File: config.mk
export PLATFORM = sky130hd
export DESIGN_NAME = uart_rx_frame_ctrl
export DESIGN_NICKNAME = d
export VERILOG_FILES = /design/src/rtl/uart_rx_frame_ctrl.sv
export SDC_FILE = /design/constraint.sdc
export NUM_CORES = 1
export LEC_CHECK = 0
export ABC_AREA = 1
export CAP_MARGIN = 20
export CORE_AREA = 2 2 51 53
export CTS_BUF_LIST = sky130_fd_sc_hd__clkbuf_16
export DETAILED_ROUTE_END_ITERATION = 8
export DIE_AREA = 0 0 53 55
export GPL_TIMING_DRIVEN = 0
export PLACE_DENSITY = 0.77
export SETUP_SLACK_MARGIN = 0.2
export SLEW_MARGIN = 25
export SYNTH_ARGS = -nofsm -noshare
export SYNTH_HDL_FRONTEND = slang
export SYNTH_SLANG_ARGS = --single-unit
File: constraint.sdc
create_clock -name clk -period 1.65 [get_ports clk]
set_input_delay 0.4125 -clock clk [delete_from_list [all_inputs] [get_ports clk]]
set_output_delay 0.4125 -clock clk [all_outputs]
set_load 0.02 [all_outputs]
File: src/rtl/uart_rx_frame_ctrl.sv
// UART receive frame controller: writes received bytes into the buffer,
// then drains a complete frame to the consumer over valid/ready.
module uart_rx_frame_ctrl #(
    parameter int FRAME_LEN = 5
) (
    input  logic       clk,
    input  logic       reset,
    input  logic       rx_done_tick,
    input  logic [7:0] rx_dout,
    output logic       buf_wr,
    output logic [7:0] buf_w_data,
    output logic [2:0] buf_addr,
    input  logic [7:0] buf_r_data,
    output logic       frame_ready,
    output logic [7:0] out_data,
    output logic       out_valid,
    input  logic       out_ready,
    output logic [2:0] byte_cnt,
    output logic       overrun,
    input  logic       ovr_clr
);

    typedef enum logic [1:0] {
        FILL,
        LOAD,
        PRESENT
    } state_t;

    localparam logic [2:0] LAST = 3'(FRAME_LEN - 1);

    state_t     state;
    logic [2:0] rd_idx;

    assign buf_wr     = rx_done_tick && (state == FILL);
    assign buf_w_data = rx_dout;
    assign buf_addr   = rd_idx;

    always_ff @(posedge clk) begin
        if (reset) begin
            state       <= FILL;
            byte_cnt    <= 3'd0;
            rd_idx      <= 3'd0;
            out_data    <= 8'h00;
            out_valid   <= 1'b0;
            frame_ready <= 1'b0;
            overrun     <= 1'b0;
        end else begin
            // a dropped byte outranks a clear in the same cycle
            if (rx_done_tick && (state != FILL))
                overrun <= 1'b1;
            else if (ovr_clr)
                overrun <= 1'b0;

            unique case (state)
                FILL: begin
                    if (rx_done_tick) begin
                        if (byte_cnt == LAST) begin
                            byte_cnt    <= 3'd0;
                            rd_idx      <= 3'd0;
                            frame_ready <= 1'b1;
                            state       <= LOAD;
                        end else begin
                            byte_cnt <= byte_cnt + 3'd1;
                        end
                    end
                end
                LOAD: begin
                    out_data  <= buf_r_data;
                    out_valid <= 1'b1;
                    state     <= PRESENT;
                end
                PRESENT: begin
                    if (out_ready) begin
                        out_valid <= 1'b0;
                        if (rd_idx == LAST) begin
                            rd_idx      <= 3'd0;
                            frame_ready <= 1'b0;
                            state       <= FILL;
                        end else begin
                            rd_idx <= rd_idx + 3'd1;
                            state  <= LOAD;
                        end
                    end
                end
                default: state <= FILL;
            endcase
        end
    end

endmodule

Word level (Yosys, flattened, before mapping). Cells that the tools add are included.

$add $sub $neg: 2. Multipliers: 0. Divide/modulo/power cells: 0. Order comparisons: 0. Equal/unequal tests: 8. Shift operators: 0. Multiplexer cells: 20. Bitwise logic cells: 0. Reduce and logical (&&, ||, !) cells: 12.

Operators with widths (count): 3-bit two-way mux (5); 1-bit two-way mux (8); 2-bit nonzero test (4); 3-bit by 1-bit adder with 3-bit output, second input constant (2); 3-bit == test, second input constant (2); 2-bit two-way mux (3); 2-bit != test, second input constant (3); 2-bit one-hot mux with 3 select lines (1); 3-bit one-hot mux with 2 select lines (1); 5-bit AND reduction (1); 1-bit one-hot mux with 2 select lines (2); 2-bit AND reduction (2); 4-bit AND reduction (1); 3-bit AND reduction (1); 2-bit by 1-bit == test with 1-bit output, second input constant (1); 2-bit == test, second input constant (1); 1-bit logical AND (2); 2-bit zero test (1); 2-bit by 1-bit != test with 1-bit output, second input constant (1).

Register bits after elaboration: 19. Bits in latches: 0. RAM bits: 0. Memory bits (read-only): 0. Input port bits: 21. Output and inout bits: 26. Word-level logic and storage cells: 49. Memories kept: 0.

Logic depth before layout (Yosys ltp). Gate-level depths: netlist of the first run.

Depth in word-level cells: 4. Mapped depth: 9. Gate-level depth less buffers: 9.

Worst setup path before layout of the first run. Ideal clock, no wire load.

Path kind: register to register. From: register byte_cnt[0]. To: register state[0]. Data arrival time: 1193 ps. Data required time: 1531 ps. Setup slack: 338 ps. Cell stages (with the launch flop): 8. Buffers on the path: 0. Period minus slack after synthesis: 1312 ps. Cells stage by stage: dfxtp_1 inv_1 ha_1 nand2_1 inv_1 nand3_2 nand2_2 nor3b_2.

Longest elaborated chain between the ends: 3.

RTL lines: start: declaration (line 18) `output logic [2:0] byte_cnt,`; start signal: assignment (line 63) `byte_cnt <= byte_cnt + 3'd1;`; 3-bit == test (line 57) `if (byte_cnt == LAST) begin`; 2-bit by 1-bit != test with 1-bit output (no source line); 3-bit AND reduction (no source line); end signal: assignment (line 61) `state <= LOAD;`; end signal: assignment (line 70) `state <= PRESENT;`; end signal: assignment (line 78) `state <= FILL;`; end: declaration (line 31) `state_t state;`.

No other way between the ends. A chain may end at the register's enable or synchronous reset.

Final worst setup path of the first run.
From: register state[1]. To: output port buf_wr.

Longest elaborated chain between the ends: 2.

RTL lines: start signal: assignment (line 40) `state <= FILL;`; start signal: assignment (line 61); start signal: assignment (line 70); 2-bit zero test (line 34) `assign buf_wr = rx_done_tick && (state == FILL);`; 1-bit logical AND (line 34); end: declaration (line 10) `output logic buf_wr,`.

No other way between the ends.

==> results of run 1 <==
[stage by stage]
| stage | hold WS (ns) | setup TNS [ns] | setup slack [ns] | utilization | instances |
|---|---|---|---|---|---|
| 3_5_place_dp | 0.464 | -0.580 | -0.580 | 0.566 | 195 |
| 4_1_cts | 0.456 | 0 | 0.187 | 0.592 | 200 |
| 5_1_grt | 0.469 | 0 | 0.171 | 0.602 | 202 |
| 3_3_place_gp | 0.455 | -0.529 | -0.529 | 0.566 | 195 |
| 6_report | 0.449 | 0 | 0.222 | 0.602 | 202 |
| 2_1_floorplan | 0.537 | 0 | 0.338 | - | 128 |
[power by group through the flow]
stage	logic [mW]	clock network, mW	registers (mW)
3_5_place_dp	0.143	0	0.481
2_1_floorplan	0.0638	0	0.488
3_3_place_gp	0.140	0	0.481
4_1_cts	0.131	0.495	0.471
5_1_grt	0.146	0.520	0.470
6_report	0.134	0.487	0.470
[what timing repair did]
item / CTS / global route
pin swaps: 1 / 1
resized for setup: 34 / 5
endpoints found under the setup margin: 26 / 2
buffers inserted: 1 / 2
[worst register-to-register path: stages (launching register included)]
cell     delay [ns]
dfxtp_1        0.35
inv_1          0.08
ha_1           0.23
nand2_1        0.12
inv_1          0.06
nand3_2        0.10
nand2_2        0.09
nor3b_2        0.16
[layout make-up]
cell class	count	area [sq um]	area share
clock buffer	3	75.1	0.0527
buffer	11	75.1	0.0527
tap	30	37.5	0.0264
timing repair buffer	40	364	0.256
multi-input combinational	81	419	0.294
sequential	19	385	0.271
clock inverter	1	3.75	0.00264
inverter	17	63.8	0.0448
[registers in the layout (all words and copies together), names as in the netlist]
name	flops
overrun	1
byte_cnt	3
out_data	8
state	2
frame_ready	1
out_valid	1
buf_addr	3
[layer usage]
layer  part of all wire  track usage  routed length [um]
met1               0.42        0.191                 919
met2               0.51        0.246                1100
met3              0.064       0.0565                 138
met4             0.0042       0.0684                   9
met5                  0            0                   0
[final timing paths]
kind | end | cells after the start | from
max | buf_wr | 4 | state[1]
min | buf_addr[2] | 2 | reset
max reg2reg | state[0] | 7 | byte_cnt[0]
min reg2reg | out_valid | 2 | out_valid
[Yosys cell counts]
master / count / share of area
buf_2: 3 / 0.016
ha_1: 4 / 0.054
nand3_1: 7 / 0.038
a21oi_2: 1 / 0.0094
nor2_2: 2 / 0.013
buf_4: 8 / 0.065
o21ai_0: 12 / 0.065
inv_1: 15 / 0.060
nor2_1: 20 / 0.081
nand3_2: 1 / 0.011
nor2_4: 1 / 0.012
nand2_2: 2 / 0.013
inv_2: 2 / 0.0081
nor3b_2: 1 / 0.013
a21oi_1: 9 / 0.048
dfxtp_1: 19 / 0.41
nand2_1: 21 / 0.085
[cells by family (layout without fill, tap and decap cells)]
| kind of cell | count (synthesis) | after routing |
|---|---|---|
| compound gates | 22 | 22 |
| fa+ha+maj | 4 | 4 |
| buf+inv | 28 | 72 |
| flops | 19 | 19 |
| simple gates | 55 | 55 |
==> summary.md, run 1 <==
| Metric | Value |
|---|---|
| Die ar. | roughly 3000 sq um |
| XOR/XNOR share of the synthesized area | 0 |
| Layout Skew | 0.00637 ns |
| Worst hold path class | in2reg |
| Number of synthesis warnings | 0 |
| Post-Synth Simple-Gate Area | 0.266 |
| Sequential fraction of design power | 0.431 |
| Final Power | roughly 1.1 mW |
| Reg2Reg Setup Slack | between 0.3 and 0.4 ns |
| Clock Power Share | 0.446 |
| DRT iter0 DRCs | 23 |
| Io pins | 47 |
| Drt total wl | around 2200 um |
| Min Tclk post-route | between 1 and 1.5 ns |
| Core area | ~2400 sq um |
| Remaining antenna violation count after routing | 0 |
| RSZ-0062 raised after global routing | yes |
| CP max FO | 4 |
| Worst setup path category | reg2out |
| Final setup vio count | 0 |
| Sw Share | 0.215 |
| Slew Limit Fails | 0 |
| Sequential cell area fraction in the yosys report | 0.409 |
| WP data required | 1.24 ns |
| Crit-path cells | nor2_4, nand2_2, inv_2, buf_6 |
| Largest family of logic cells by synthesized area | simple AND/OR/NAND/NOR gates |
| Maximum vdd drop | just under 700 uV |
| Synthesized instance count | ~130 |
| FP Rows | 18 |
| Critical-path top delay cell | dfxtp_4 |
| CP bufs+invs | 2 |
| Leak pwr | 0.680 nW |
| DRC | 0 |
| Final instance area | between 1000 and 1500 sq um |
| Wirelength per Cell | between 10 and 15 um |
| Routability-driven placement congestion ratio | ~0.8 |
| Layout cells sized above 1 | 0.180 |
| Antenna violations before repair | 0 |
| Comb pwr share | 0.123 |
| Cell internal pwr | 855 uW |
| CP arrival | approximately 1 ns |
| Status | completed |
| Worst path top cell family by delay | flip-flops |
| Most frequent cells in the layout | 24 x dlygate4sd2_1, 20 x nand2_1, 20 x nor2_1 |
| Initial Utilization | 0.394 |
| Avg Cell Area, Syn | between 7 and 8 sq um |
| Max Cap Viol | 0 |
| GRT overflow | 0 |
| CP endpoint kind | primary output |
| Drt pass-1 iters | 4 |
| Cts bufs inserted | 3 |
| Worst-skew pair later-pin latency | approximately 0.25 ns |
| Vias | between 900 and 1000 |
| DIE HEIGHT | between 50 and 60 um |
| Adder-cell share of the synthesized area | 0.0538 |
| Final cycle utilization of the critical path | 0.865 |
| HPWL after DPL | approximately 1600 um |
| Die width | approximately 53 um |
| TritonCTS clock tree | done |
| Clock-pin transition on the worst setup and hold timing paths | 0.06 ns |
| Crit start category | flop |
| Slew @ Worst Pin | roughly 0.23 ns |
| Area growth syn-to-layout | 53.0% |
| CTS Sinks | 19 |
| CTS Hold Bufs | 0 |
| Multiplexer share of the synthesized area | 0 |
| Final nets | about 200 |
| Mapped Area | about 930 sq um |
| Htree depth | 1 |
| PwrDens | 765 nW/um^2 |
| Max_slew headroom | 0.847 |
| Clk root buf | clkbuf_16 |
| I/O Buffers | 37 |
| Global-route wire length before repair | around 3300 um |
| Synthesized net count | approximately 150 |
| Largest net degree at the start of global routing | 11 |
| Seq cells post-synth | 19 |
| Slowest stage delay, CP | between 0.3 and 0.4 ns |
| Total GRT Usage | 0.156 |
| Vias in the first global route | just under 800 |
| Filler cell count in the final layout | 230 |
| Max Fclk | ~0.70 GHz |
| Max Buffers Root-to-Sink | 2 |
| Most common cell after layout, fill and taps aside | dlygate4sd2_1 |
| Ant diodes | 0 |
| Hold Violations, Final | 0 |
| Synth cell types | 17 |
| Placed cell area | roughly 1300 sq um |
| Vias per cell | roughly 4.6 |
| Switching power | ~230 uW |
| Post-synthesis compound-gate area fraction | 0.122 |
(Power assumes the default switching activity.)
==> inputs of run 2 (changes only) <==
- CORE_AREA: 2 2 51 53 -> 8 8 57 59
- DIE_AREA: 0 0 53 55 -> 0 0 65 67
- SETUP_SLACK_MARGIN: 0.2 -> not set
- SLEW_MARGIN: 25 -> 20
==> summary.md, run 2 (synthesized netlist as in run 1, its figures left out) <==
| Metric | Value |
|---|---|
| Status | completed |
| Dpl cells | just under 200 |
| Max Fclk | between 0.6 and 0.7 GHz |
| Clock-pin transition on the worst setup and hold timing paths | about 0.050 ns |
| CP endpoint kind | primary output |
| Fin Hold WS | 0.452 ns |
| Worst-skew pair later-pin latency | 0.24 ns |
| Post-CTS setup buffer count | 0 |
| Final core occ | 0.599 |
| DRT iter0 DRCs | 26 |
| Fin worst setup slack | 0.0488 ns |
| Most frequent cells in the layout | 28 x clkdlybuf4s50_1, 21 x nand2_1, 20 x nor2_1 |
| RSZ-0062 raised after global routing | no |
| Slew Limit Fails | 0 |
| Max_slew headroom | 0.841 |
| RR Startpoint | byte_cnt[0] |
| Cts bufs inserted | 3 |
| Drt total wl | ~2300 um |
| Vias | approximately 910 |
| Crit-path cells | clkdlybuf4s50_1 |
| Met2 GRT Util | 0.185 |
| Hold endpoint | buf_addr[2] |
| Total negative slack | 0 ns |
| Min Tclk post-route | roughly 1.6 ns |
| GRT met1 Usage | 0.113 |
| Total GRT Usage | 0.107 |
| Max reg flops | 8 |
| WP data required | ~1.2 ns |
| Layout Skew | roughly 0.001 ns |
| Worst r2r path cells | 7 |
| Max Buffers Root-to-Sink | 2 |
| Core area | ~2400 sq um |
| Remaining antenna violation count after routing | 0 |
| Hold Crit Depth | 2 |
| Global-route wire length before repair | approximately 3800 um |
| Vias in the first global route | between 800 and 900 |
| Worst path top cell family by delay | buffers and inverters |
| Ant diodes | 0 |
| Vias per cell | 4.55 |
| CP Launch Point | out_data[2] |
| PwrDens | between 700 and 800 nW/um^2 |
| Final setup vio count | 0 |
| DRC | 0 |
| GRT met3 Usage | 0.0453 |
| Max Cap Viol | 0 |
| Area growth syn-to-layout | 52.3% |
| DIE HEIGHT | roughly 67 um |
| Clk root buf | clkbuf_16 |
| GRT busiest layer | met2 |
| CTS Sinks | 19 |
| Crit start category | flop |
| Wirelength per Cell | 11.6 um |
| CTS Hold Bufs | 0 |
| Htree depth | 1 |
| Slew @ Worst Pin | 0.237 ns |
| Post-Place Worst Slack | -0.545 ns |
| I/O Buffers | 37 |
| Most common cell after layout, fill and taps aside | clkdlybuf4s50_1 |
| Routability-driven placement congestion ratio | 0.823 |
| Initial Utilization | 0.394 |
| HPWL after DPL | roughly 1900 um |
| CP max FO | 2 |
| Final nets | 195 |
| Critical-path top delay cell | clkdlybuf4s50_1 |
| GRT overflow | 0 |
| Maximum vdd drop | between 400 and 500 uV |
| CP bufs+invs | 1 |
| Reg2reg end | state[0] |
| Final cycle utilization of the critical path | 0.970 |
| Die ar. | 4360 sq um |
| Finished Layout Cells | 199 |
| Layout cells sized above 1 | 0.160 |
| Io pins | 47 |
| TritonCTS clock tree | done |
| Largest net degree at the start of global routing | 12 |
| Hold path startpoint | reset |
| Biggest register | out_data |
| FP Rows | 18 |
| Die width | 65 um |
| Slowest stage delay, CP | approximately 0.62 ns |
| Worst setup path category | reg2out |
| Reg2Reg Setup Slack | approximately 0.31 ns |
| Antenna violations before repair | 0 |
| Drt pass-1 iters | 4 |
| Worst hold path class | in2reg |
| Hold Violations, Final | 0 |
| CP arrival | 1.19 ns |
| Leak pwr | between 0.6 and 0.7 nW |
## run 2: timing repair
item	4_1_cts	5_1_grt
endpoints found under the hold margin	0	0
resized for setup	9	5
endpoints found under the setup margin	6	3
## run 2: through the flow
step,total power [mW],instance area (sq um)
after floorplan,0.552,931
after global placement,0.621,1340
after detailed placement,0.624,1340
after CTS,1.11,1410
after global routing,1.14,1420
final,1.09,1420
## run 2: final cells by class
cell class / count / area, sq um
Buffer: 11 / 75.1
Clock buffer: 3 / 75.1
Clock inverter: 1 / 5.00
Fill cell: 219 / 947
Inverter: 17 / 63.8
Multi-Input combinational cell: 81 / 417
Sequential cell: 19 / 382
Tap cell: 30 / 37.5
Timing Repair Buffer: 37 / 363
## run 2: how the worst max path moves through the flow
| stage | slack (ns) | depth (start not counted) | endpoint |
|---|---|---|---|
| floorplan | 0.34 | 7 | state[0] |
| global route | 0.006 | 1 | out_data[1] |
| CTS | -0.05 | 4 | buf_wr |
| global placement | -0.53 | 4 | buf_wr |
| finish | 0.05 | 1 | out_data[2] |
| detailed placement | -0.55 | 4 | buf_wr |
## run 2: worst register-to-register path, stage by stage (launching register included)
cell and delay [ns]:
dfxtp_1 0.35, inv_1 0.09, ha_1 0.23, nand2_1 0.12, inv_1 0.06, nand3_2 0.10
nand2_2 0.10, nor3b_2 0.17
## run 2: routing by layer
metal	routed length, um	part of all wire	vias up
li1	-	-	476
met1	913	0.39	399
met2	1180	0.51	29
met3	197	0.085	2
met4	21	0.0091	0
met5	0	0	-
## run 2: power by group
part           internal (mW)  total, mW  switching, mW  leakage, nW
Clock                  0.324      0.485          0.161       0.0409
Sequential             0.466      0.471        0.00521        0.154
Combinational         0.0738      0.137         0.0634        0.437
Total                  0.864       1.09          0.230        0.632
==> inputs of run 3 (changes only) <==
- CTS_CLUSTER_DIAMETER: not set -> 200
==> results of run 3 <==
Same layout as run 2: the final DEF is identical, and so are final timing and power.
